### config.mk
export PLATFORM = sky130hd
export DESIGN_NAME = fp_addsub_unit
export DESIGN_NICKNAME = d
export VERILOG_FILES = /design/src/rtl/fp_addsub_unit.sv
export SDC_FILE = /design/constraint.sdc
export NUM_CORES = 2
export LEC_CHECK = 0
export CORE_MARGIN = 2
export CORE_UTILIZATION = 45
export CTS_BUF_LIST = sky130_fd_sc_hd__clkbuf_16
export DETAILED_ROUTE_END_ITERATION = 10
export PLACE_DENSITY = 0.66
export RECOVER_POWER = 100
export REMOVE_ABC_BUFFERS = 1
export SETUP_SLACK_MARGIN = 0.05
export SKIP_LAST_GASP = 1
export SYNTH_ARGS = -nofsm -noshare
export SYNTH_HDL_FRONTEND = slang
export SYNTH_SLANG_ARGS = --single-unit
### constraint.sdc
create_clock -name clk -period 30.8 [get_ports clk]
set_clock_uncertainty 0.05 [all_clocks]
set_input_delay 6.16 -clock clk [delete_from_list [all_inputs] [get_ports clk]]
set_output_delay 6.16 -clock clk [all_outputs]
set_load 0.02 [all_outputs]
### src/rtl/fp_addsub_unit.sv
// Multi-cycle IEEE-754 single/double add/subtract unit (RNE, denormals flushed).
// Single operands/results live in bits [63:32]; the datapath is shared, with single
// significands left-aligned in the 53-bit field so only the rounding point differs.
module fp_addsub_unit #(
    parameter logic [5:0] FP_OP     = 6'b111111,
    parameter logic [4:0] COP_S     = 5'b10000,
    parameter logic [4:0] COP_D     = 5'b10001,
    parameter logic [5:0] FUNCT_ADD = 6'b000000,
    parameter logic [5:0] FUNCT_SUB = 6'b000001
) (
    input  logic        clk,
    input  logic        rst,
    input  logic        start,
    input  logic [5:0]  op,
    input  logic [4:0]  cop,
    input  logic [5:0]  funct,
    input  logic [63:0] read_f_data1,
    input  logic [63:0] read_f_data2,
    output logic        busy,
    output logic        done,
    output logic [63:0] write_data_f,
    output logic        overflow,
    output logic        invalid
);

    typedef enum logic [2:0] {
        IDLE, UNPACK, ALIGN, ADD, NORM, ROUND, PACK, DONE
    } state_t;

    state_t state;

    // captured request
    logic [63:0] a_raw, b_raw;
    logic        dbl, sub;

    // unpack stage
    logic        u_sa, u_sb;
    logic [10:0] u_ea, u_eb;
    logic [52:0] u_ma, u_mb;
    logic        spec_vld, spec_inv;
    logic [63:0] spec_res;

    // align stage
    logic        x_sign, x_sub;
    logic [10:0] x_exp;
    logic [55:0] x_big, x_small;

    // add stage
    logic        s_sign;
    logic [10:0] s_exp;
    logic [56:0] s_sum;

    // normalise stage
    logic               n_sign, n_zero;
    logic signed [12:0] n_exp;
    logic [55:0]        n_mant;

    // round stage
    logic               r_sign, r_zero;
    logic signed [12:0] r_exp;
    logic [51:0]        r_frac;

    // ---------------- unpack / classify ----------------
    logic        c_sa, c_sb, c_za, c_zb, c_ia, c_ib, c_na, c_nb;
    logic [10:0] c_ea, c_eb, c_emax;
    logic [51:0] c_fa, c_fb;
    logic        c_spec, c_inv;
    logic [63:0] c_res;

    function automatic logic [63:0] inf_of(input logic s, input logic d);
        return d ? {s, 11'h7FF, 52'b0} : {s, 8'hFF, 55'b0};
    endfunction

    always_comb begin
        c_emax = dbl ? 11'h7FF : 11'h0FF;
        c_sa   = a_raw[63];
        c_sb   = b_raw[63] ^ sub;
        if (dbl) begin
            c_ea = a_raw[62:52];
            c_fa = a_raw[51:0];
            c_eb = b_raw[62:52];
            c_fb = b_raw[51:0];
        end else begin
            c_ea = {3'b000, a_raw[62:55]};
            c_fa = {a_raw[54:32], 29'b0};
            c_eb = {3'b000, b_raw[62:55]};
            c_fb = {b_raw[54:32], 29'b0};
        end
        c_za = (c_ea == '0);
        c_zb = (c_eb == '0);
        c_ia = (c_ea == c_emax) && (c_fa == '0);
        c_ib = (c_eb == c_emax) && (c_fb == '0);
        c_na = (c_ea == c_emax) && (c_fa != '0);
        c_nb = (c_eb == c_emax) && (c_fb != '0);

        c_spec = 1'b1;
        c_inv  = 1'b0;
        c_res  = '0;
        if (c_na || c_nb || (c_ia && c_ib && (c_sa != c_sb))) begin
            c_inv = 1'b1;
            c_res = dbl ? 64'h7FF8_0000_0000_0000 : 64'h7FC0_0000_0000_0000;
        end else if (c_ia) begin
            c_res = inf_of(c_sa, dbl);
        end else if (c_ib) begin
            c_res = inf_of(c_sb, dbl);
        end else if (c_za && c_zb) begin
            c_res = {c_sa & c_sb, 63'b0};
        end else begin
            c_spec = 1'b0;
        end
    end

    // ---------------- align ----------------
    logic        al_swap;
    logic [10:0] al_diff;
    logic [5:0]  al_sh;
    logic [52:0] al_mb, al_ms;
    logic [55:0] al_ext, al_shifted;
    logic        al_stk;

    always_comb begin
        al_swap = {u_eb, u_mb} > {u_ea, u_ma};
        al_mb   = al_swap ? u_mb : u_ma;
        al_ms   = al_swap ? u_ma : u_mb;
        al_diff = al_swap ? (u_eb - u_ea) : (u_ea - u_eb);
        al_sh   = (al_diff > 11'd56) ? 6'd56 : al_diff[5:0];
        al_ext  = {al_ms, 3'b000};
        // shifts past the guard/round/sticky window leave only a sticky bit
        if (al_sh >= 6'd56) begin
            al_shifted = '0;
            al_stk     = |al_ms;
        end else begin
            al_shifted = al_ext >> al_sh;
            al_stk     = |(al_ext & ~({56{1'b1}} << al_sh));
        end
    end

    // ---------------- normalise ----------------
    logic [5:0]  nz_lz;
    logic [55:0] nz_shifted;

    always_comb begin
        nz_lz = '0;
        for (int unsigned i = 0; i < 56; i++) begin
            if (s_sum[i]) nz_lz = 6'(55 - i);
        end
        nz_shifted = s_sum[55:0] << nz_lz;
    end

    // ---------------- round ----------------
    logic [52:0] rd_m, rd_mt, rd_inc;
    logic        rd_lsb, rd_g, rd_st, rd_up;
    logic [53:0] rd_sum;

    always_comb begin
        rd_m = n_mant[55:3];
        if (dbl) begin
            rd_lsb = rd_m[0];
            rd_g   = n_mant[2];
            rd_st  = |n_mant[1:0];
            rd_mt  = rd_m;
            rd_inc = 53'd1;
        end else begin
            rd_lsb = rd_m[29];
            rd_g   = rd_m[28];
            rd_st  = (|rd_m[27:0]) | (|n_mant[2:0]);
            rd_mt  = {rd_m[52:29], 29'b0};
            rd_inc = 53'd1 << 29;
        end
        rd_up  = rd_g & (rd_st | rd_lsb);
        rd_sum = {1'b0, rd_mt} + {1'b0, (rd_up ? rd_inc : 53'd0)};
    end

    // ---------------- pack ----------------
    logic               pk_ovf, pk_inv;
    logic [63:0]        pk_res;
    logic signed [12:0] pk_emax;

    always_comb begin
        pk_emax = dbl ? 13'sd2047 : 13'sd255;
        pk_ovf  = 1'b0;
        pk_inv  = 1'b0;
        pk_res  = '0;
        if (spec_vld) begin
            pk_res = spec_res;
            pk_inv = spec_inv;
        end else if (r_zero) begin
            pk_res = '0;
        end else if (r_exp >= pk_emax) begin
            pk_res = inf_of(r_sign, dbl);
            pk_ovf = 1'b1;
        end else if (r_exp <= 13'sd0) begin
            pk_res = {r_sign, 63'b0};
        end else if (dbl) begin
            pk_res = {r_sign, r_exp[10:0], r_frac};
        end else begin
            pk_res = {r_sign, r_exp[7:0], r_frac[51:29], 32'b0};
        end
    end

    // ---------------- control + pipeline registers ----------------
    always_ff @(posedge clk) begin
        if (rst) begin
            state        <= IDLE;
            busy         <= 1'b0;
            done         <= 1'b0;
            overflow     <= 1'b0;
            invalid      <= 1'b0;
            write_data_f <= '0;
        end else begin
            case (state)
                IDLE: begin
                    if (start && (op == FP_OP) && ((cop == COP_S) || (cop == COP_D)) &&
                        ((funct == FUNCT_ADD) || (funct == FUNCT_SUB))) begin
                        a_raw <= read_f_data1;
                        b_raw <= read_f_data2;
                        dbl   <= (cop == COP_D);
                        sub   <= (funct == FUNCT_SUB);
                        busy  <= 1'b1;
                        state <= UNPACK;
                    end
                end
                UNPACK: begin
                    u_sa     <= c_sa;
                    u_sb     <= c_sb;
                    u_ea     <= c_ea;
                    u_eb     <= c_eb;
                    u_ma     <= c_za ? 53'd0 : {1'b1, c_fa};
                    u_mb     <= c_zb ? 53'd0 : {1'b1, c_fb};
                    spec_vld <= c_spec;
                    spec_inv <= c_inv;
                    spec_res <= c_res;
                    state    <= ALIGN;
                end
                ALIGN: begin
                    x_sign  <= al_swap ? u_sb : u_sa;
                    x_sub   <= u_sa ^ u_sb;
                    x_exp   <= al_swap ? u_eb : u_ea;
                    x_big   <= {al_mb, 3'b000};
                    x_small <= {al_shifted[55:1], al_shifted[0] | al_stk};
                    state   <= ADD;
                end
                ADD: begin
                    s_sign <= x_sign;
                    s_exp  <= x_exp;
                    s_sum  <= x_sub ? ({1'b0, x_big} - {1'b0, x_small})
                                    : ({1'b0, x_big} + {1'b0, x_small});
                    state  <= NORM;
                end
                NORM: begin
                    n_sign <= s_sign;
                    n_zero <= (s_sum == '0);
                    if (s_sum[56]) begin
                        n_mant <= {s_sum[56:2], s_sum[1] | s_sum[0]};
                        n_exp  <= $signed({2'b00, s_exp}) + 13'sd1;
                    end else begin
                        n_mant <= nz_shifted;
                        n_exp  <= $signed({2'b00, s_exp}) - $signed({7'b0, nz_lz});
                    end
                    state <= ROUND;
                end
                ROUND: begin
                    r_sign <= n_sign;
                    r_zero <= n_zero;
                    if (rd_sum[53]) begin
                        r_frac <= rd_sum[52:1];
                        r_exp  <= n_exp + 13'sd1;
                    end else begin
                        r_frac <= rd_sum[51:0];
                        r_exp  <= n_exp;
                    end
                    state <= PACK;
                end
                PACK: begin
                    write_data_f <= pk_res;
                    overflow     <= pk_ovf;
                    invalid      <= pk_inv;
                    done         <= 1'b1;
                    state        <= DONE;
                end
                DONE: begin
                    done  <= 1'b0;
                    busy  <= 1'b0;
                    state <= IDLE;
                end
                default: state <= IDLE;
            endcase
        end
    end

endmodule

# Yosys cells after proc, flatten, opt, wreduce, memory -nomap -nowiden
# Index checks and enable logic that the tools add are counted.
dict set report op_classes {
  bitwise 11
  add_sub_neg 8
  reduce_logical 38
  order_cmp 5
  n_eq_ne 15
  shift 3
  mux 107
}
# op count
set op_table {}
lappend op_table {{$mux W64} 6}
lappend op_table {{$mux W6} 57}
lappend op_table {{$mux W53} 5}
lappend op_table {{$mux W55} 4}
lappend op_table {{$mux W63} 3}
lappend op_table {{$mux W52} 3}
lappend op_table {{$logic_not A52 Y1} 2}
lappend op_table {{$reduce_bool A52 Y1} 2}
lappend op_table {{$mux W11} 6}
lappend op_table {{$gt A64 B64 Y1} 1}
lappend op_table {{$add A56 B56 Y57} 1}
lappend op_table {{$logic_not A57 Y1} 1}
lappend op_table {{$mux W57} 1}
lappend op_table {{$sub A56 B56 Y57} 1}
lappend op_table {{$and A56 B56 Y56} 1}
lappend op_table {{$not A56 Y56} 1}
lappend op_table {{$reduce_or A56 Y1} 1}
lappend op_table {{$shl A56 B6 Y56} 1}
lappend op_table {{$shl A56 B6 Y56 const A} 1}
lappend op_table {{$shr A56 B6 Y56} 1}
lappend op_table {{$add A53 B53 Y54} 1}
lappend op_table {{$mux W54} 1}
lappend op_table {{$reduce_or A53 Y1} 1}
lappend op_table {{$mux W30} 1}
lappend op_table {{38 further kinds} 84}
dict set report word_totals {
  wordCells 226
  out_inout_bits 68
  input_bits 148
  ff_bits 726
}

# Longest topological paths before layout
dict set report depth {
  ltp_word 58
  ltp_mapped 26
  depth_no_buf 21
}

# Least setup slack after synthesis
# No wires, ideal clock.
dict set report synth_timing {
  path_type {in2reg}
  start {input port funct[3]}
  end {register a_raw[0], enable pin}
  setup_time_ns 0.983
  t_required_ns 29.767
  path_buffers 0
  cell_stages 4
  path_slack_ns 9.542
  t_arrival_ns 20.225
  cell_sequence {or4_1 -> nor2_1 -> nand4_1 -> nor4b_1}
}
dict set report synth_via {
  elab_chain_len 4
  elab_cells_between_ends 5
  cone_classes {eq/ne: 1; reduce/logical: 4}
}
# element line
set synth_rtl {}
lappend synth_rtl {{start: declaration} 16} ;# input logic [5:0] funct,
lappend synth_rtl {{$eq A6 B1 Y1 / $logic_not A6 Y1 (equally long branches)} 214} ;# ((funct == FUNCT_ADD) || (funct == FUNCT_SUB))) begin
lappend synth_rtl {{$logic_or A1 B1 Y1 (*)} 214}
lappend synth_rtl {{$logic_and A1 B1 Y1 (*)} 213} ;# if (start && (op == FP_OP) && ((cop == COP_S) || (cop == COP_D)) &&
lappend synth_rtl {{$reduce_and A3 Y1 (no source line) (*)} --}
lappend synth_rtl {{end signal: assignment} 215} ;# a_raw <= read_f_data1;
lappend synth_rtl {{end: declaration} 33} ;# logic [63:0] a_raw, b_raw;
# Mark *: on every way between the ends. The rest lies on a longest branch, timed or not.
# A chain may end at the register's enable or synchronous reset.

# Worst setup path after layout
dict set report layout_timing {
  start {input port funct[3]}
  end {register b_raw[45], enable pin}
}
dict set report layout_via {
  elab_chain_len 4
  elab_cells_between_ends 5
  cone_classes {eq/ne: 1; reduce/logical: 4}
}
# element line
set layout_rtl {}
lappend layout_rtl {{$eq A6 B1 Y1 / $logic_not A6 Y1 (equally long branches)} 214}
lappend layout_rtl {{$logic_or A1 B1 Y1 (*)} 214}
lappend layout_rtl {{$logic_and A1 B1 Y1 (*)} 213}
lappend layout_rtl {{$reduce_and A3 Y1 (no source line) (*)} --}
lappend layout_rtl {{end signal: assignment} 216} ;# b_raw <= read_f_data2;
lappend layout_rtl {{end: declaration} 33}
# Marks and branches as above.

==> flow_summary_export.csv <==
group,metric,value,unit
status,outcome,"complete, but fails checks",
status,violations,"capacitance limit, slew limit",
setup_path,crit_fanout,76,
clock_network,cts_resized,0,
clock_network,numCtsBuffers,73,
timing,max_freq,80.1,MHz
timing,maxSlewHeadroom,-157,%
power,p_seq_share,52.4,%
place,dpl.hpwl,103000,um
finish,seqCellArea,19300,um2
routing,viasPerCell,5.93,
job,maxCapViolCount,25,
yosys,yosys_most_used_dff,"edfxtp_1",
clock_network,htree_levels,3,
routing,routedWlPerCell,22.5,um
power,switching_share,20.2,%
floorplanning,core-area,94900,um2
finish,nFillCells,8690,
routing,drc,0,
power,clock_power_share,46.7,%
setup_path,startpoint_type,"input pin",
clock_network,clock-sinks,667,
place,port_buffers,215,
yosys,netlist_instances,4469,
timing,setup_violations,0,
setup_path,critical_path.startpoint,"funct[3]",
floorplanning,die_w,313,um
place,dp.cells,5757,
power,switching_power,375,uW
global_routing,grt_usage,26.5,%
routing,vias,34910,
timing,finalCritPeriodShare,40.5,%
power,ir_drop,43.0,uV
yosys,synth_warnings,0,
global_routing,met2_usage,44.3,%
floorplanning,num_io_pins,216,
floorplanning,die_h,313,um
timing,period_needed,12.49,ns
global_routing,antenna_found_initial,2,
clock_network,tritoncts,"built",
timing,rsz0062_at_grt,"false",
place,place_congestion,1.02,
yosys,ys_types,85,
finish,drive_gt1_share,5.56,%
timing,maxSlewViolCount,1361,
yosys,syn_avg_cell_area,9.64,um2
finish,multi_input_area,21900,um2
routing,first_pass_iters,8,
floorplanning,start_util,45.4,%
global_routing,top_usage_layer,"met2",
finish,final_cell_mix,"edfxtp_1 (596), nand2_1 (461), nor2_1 (394), mux2i_1 (307), o21ai_0 (289)",
power,p_int,1480,uW
finish,final_common_cell,"edfxtp_1",
timing,setup_tns,0,ns
global_routing,grt_max_degree,90,
min_path,min_path_type,"register to register",
clock_network,cts_root_buf,"clkbuf_16",
global_routing,grt_overflow,0,
setup_path,timing.rr.start,"u_eb[0]$_DFFE_PP_",
setup_path,cp.arrival,12.61,ns
finish,syn_to_final_growth,12.8,%
global_routing,use_met3,3.11,%
routing,initialDrtViolationCount,3239,
setup_path,crit_required,30.92,ns
floorplanning,dieArea,98200,um2
routing,ant_nets,0,
timing,hold_slack,0.364,ns
finish,final_util,51.2,%
clock_network,clkSlewWorstSetupHoldPaths,0.06,ns
yosys,synth_seq_area_share,44.8,%
power,p_leak,0.0189,uW
finish,nets,4916,
setup_path,path_class,"input pin to register",
global_routing,grt_pass1_vias,33409,
power,powerDensity,38.3,nW/um2
timing,finalHoldViolations,0,
setup_path,worst_setup_path_end_kind,"register",
yosys,synth_edf_count,596,
floorplanning,fp-row-count,113,
yosys,async_flop_share,0,%
clock_network,clk_latency,0.67,ns
clock_network,postCtsSetupBuffers,0,
power,comb_power_share,0.9,%
global_routing,grt_pass1_wl,200000,um
yosys,syn-cell-area,43100,um2
global_routing,grt_use_met1,33.0,%
yosys,ys_seq_elements,667,
min_path,worstHoldStart,"x_exp[5]$_DFFE_PP_",
clock_network,clk_path_buf_depth,3,
finish,fin_cells,5891,
clock_network,ctsHoldBuffers,0,
routing,finalWirelength,133000,um
timing,tightestPinTransition,3.85,ns
synthesized netlist by cell type (32+ instances only):
cell type | n | area, um2
a211oi_1 | 58 | 435
a21o_1 | 40 | 300
a21oi_1 | 269 | 1350
a22oi_1 | 84 | 631
a31oi_1 | 39 | 244
and2_1 | 97 | 607
and3_1 | 38 | 238
buf_1 | 40 | 150
clkbuf_1 | 181 | 679
dfxtp_1 | 71 | 1420
edfxtp_1 | 596 | 17900
ha_1 | 197 | 2460
inv_1 | 238 | 893
mux2_2 | 78 | 878
mux2i_1 | 308 | 3080
nand2_1 | 462 | 1730
nand3_1 | 107 | 536
nand4_1 | 56 | 350
nor2_1 | 398 | 1490
nor3_1 | 96 | 480
nor4_1 | 68 | 425
o211ai_1 | 48 | 360
o21ai_0 | 284 | 1420
o21bai_1 | 32 | 240
xnor2_1 | 81 | 709
xor2_1 | 49 | 429
sequential cells by signal (all words and copies together), names as in the netlist, 13 cells and up:
name	flops
a_raw	64
b_raw	64
n_exp	13
n_mant	56
r_exp	13
r_frac	52
s_sum	57
u_ma	53
u_mb	53
write_data_f	64
x_big	53
x_small	56
worst max-delay path: stages:
cell           delay, ns
dlygate4sd3_1       0.53
or4_1               0.52
nor2_1              0.15
nand4_1             0.16
nor4b_1             0.28
clkbuf_1            1.96
clkbuf_1            2.70
metal layers:
layer | routed length [um] | vias up | share of wire (%)
met3 | 6840 | 330 | 5.1
met1 | 54100 | 16556 | 41
met5 | 0 | - | 0
met2 | 62900 | 1268 | 47
met4 | 8940 | 0 | 6.7
li1 | - | 16756 | -
path summary, 6_finish.rpt:
check / to / slack, ns / cells past startpoint
min: s_exp[5]$_DFFE_PP_ / 0.36 / 0
max: b_raw[45]$_DFFE_PP_ / 18.31 / 7
max reg2reg: x_small[8]$_SDFFCE_PN0P_ / 19.04 / 14
min reg2reg: s_exp[5]$_DFFE_PP_ / 0.36 / 0
cell families (layout without fill, tap and decap cells):
group	count (synthesis)	count (layout)	share of synthesized area (%)
flops	667	667	44.8
simple gates	1455	1455	15.8
fa+ha+maj	201	201	5.91
compound gates	1129	1129	16.9
xor+xnor	131	131	2.68
other cells	0	1	0
buf+inv	497	653	4.52
mux	389	389	9.30
stage by stage:
stage | power, uW | instance area [um2] | setup slack, ns
global placement | 1010 | 46300 | 21.25
CTS | 1880 | 48700 | 21.86
detailed placement | 1010 | 46300 | 21.18
floorplan | 993 | 42000 | 9.54
global route | 1910 | 48600 | 17.63
finish | 1860 | 48600 | 18.31
power groups by stage:
stage          sequential, uW  combinational [uW]  clock (uW)
3_5_place_dp              992                20.8           0
4_1_cts                   973                20.8         887
3_3_place_gp              992                20.7           0
6_report                  973                17.2         868
5_1_grt                   973                18.8         919
2_1_floorplan             992               0.401           0
final cells by class:
class,count,share of cell area (%)
Timing Repair Buffer,278,5.18
Clock inverter,60,1.18
Multi-Input combinational cell,3305,45.0
Sequential cell,667,39.8
Tap cell,1265,3.26
Clock buffer,73,3.76
Antenna cell,1,0.00515
Inverter,242,1.87
No activity file was read; power rests on OpenSTA's default activity.
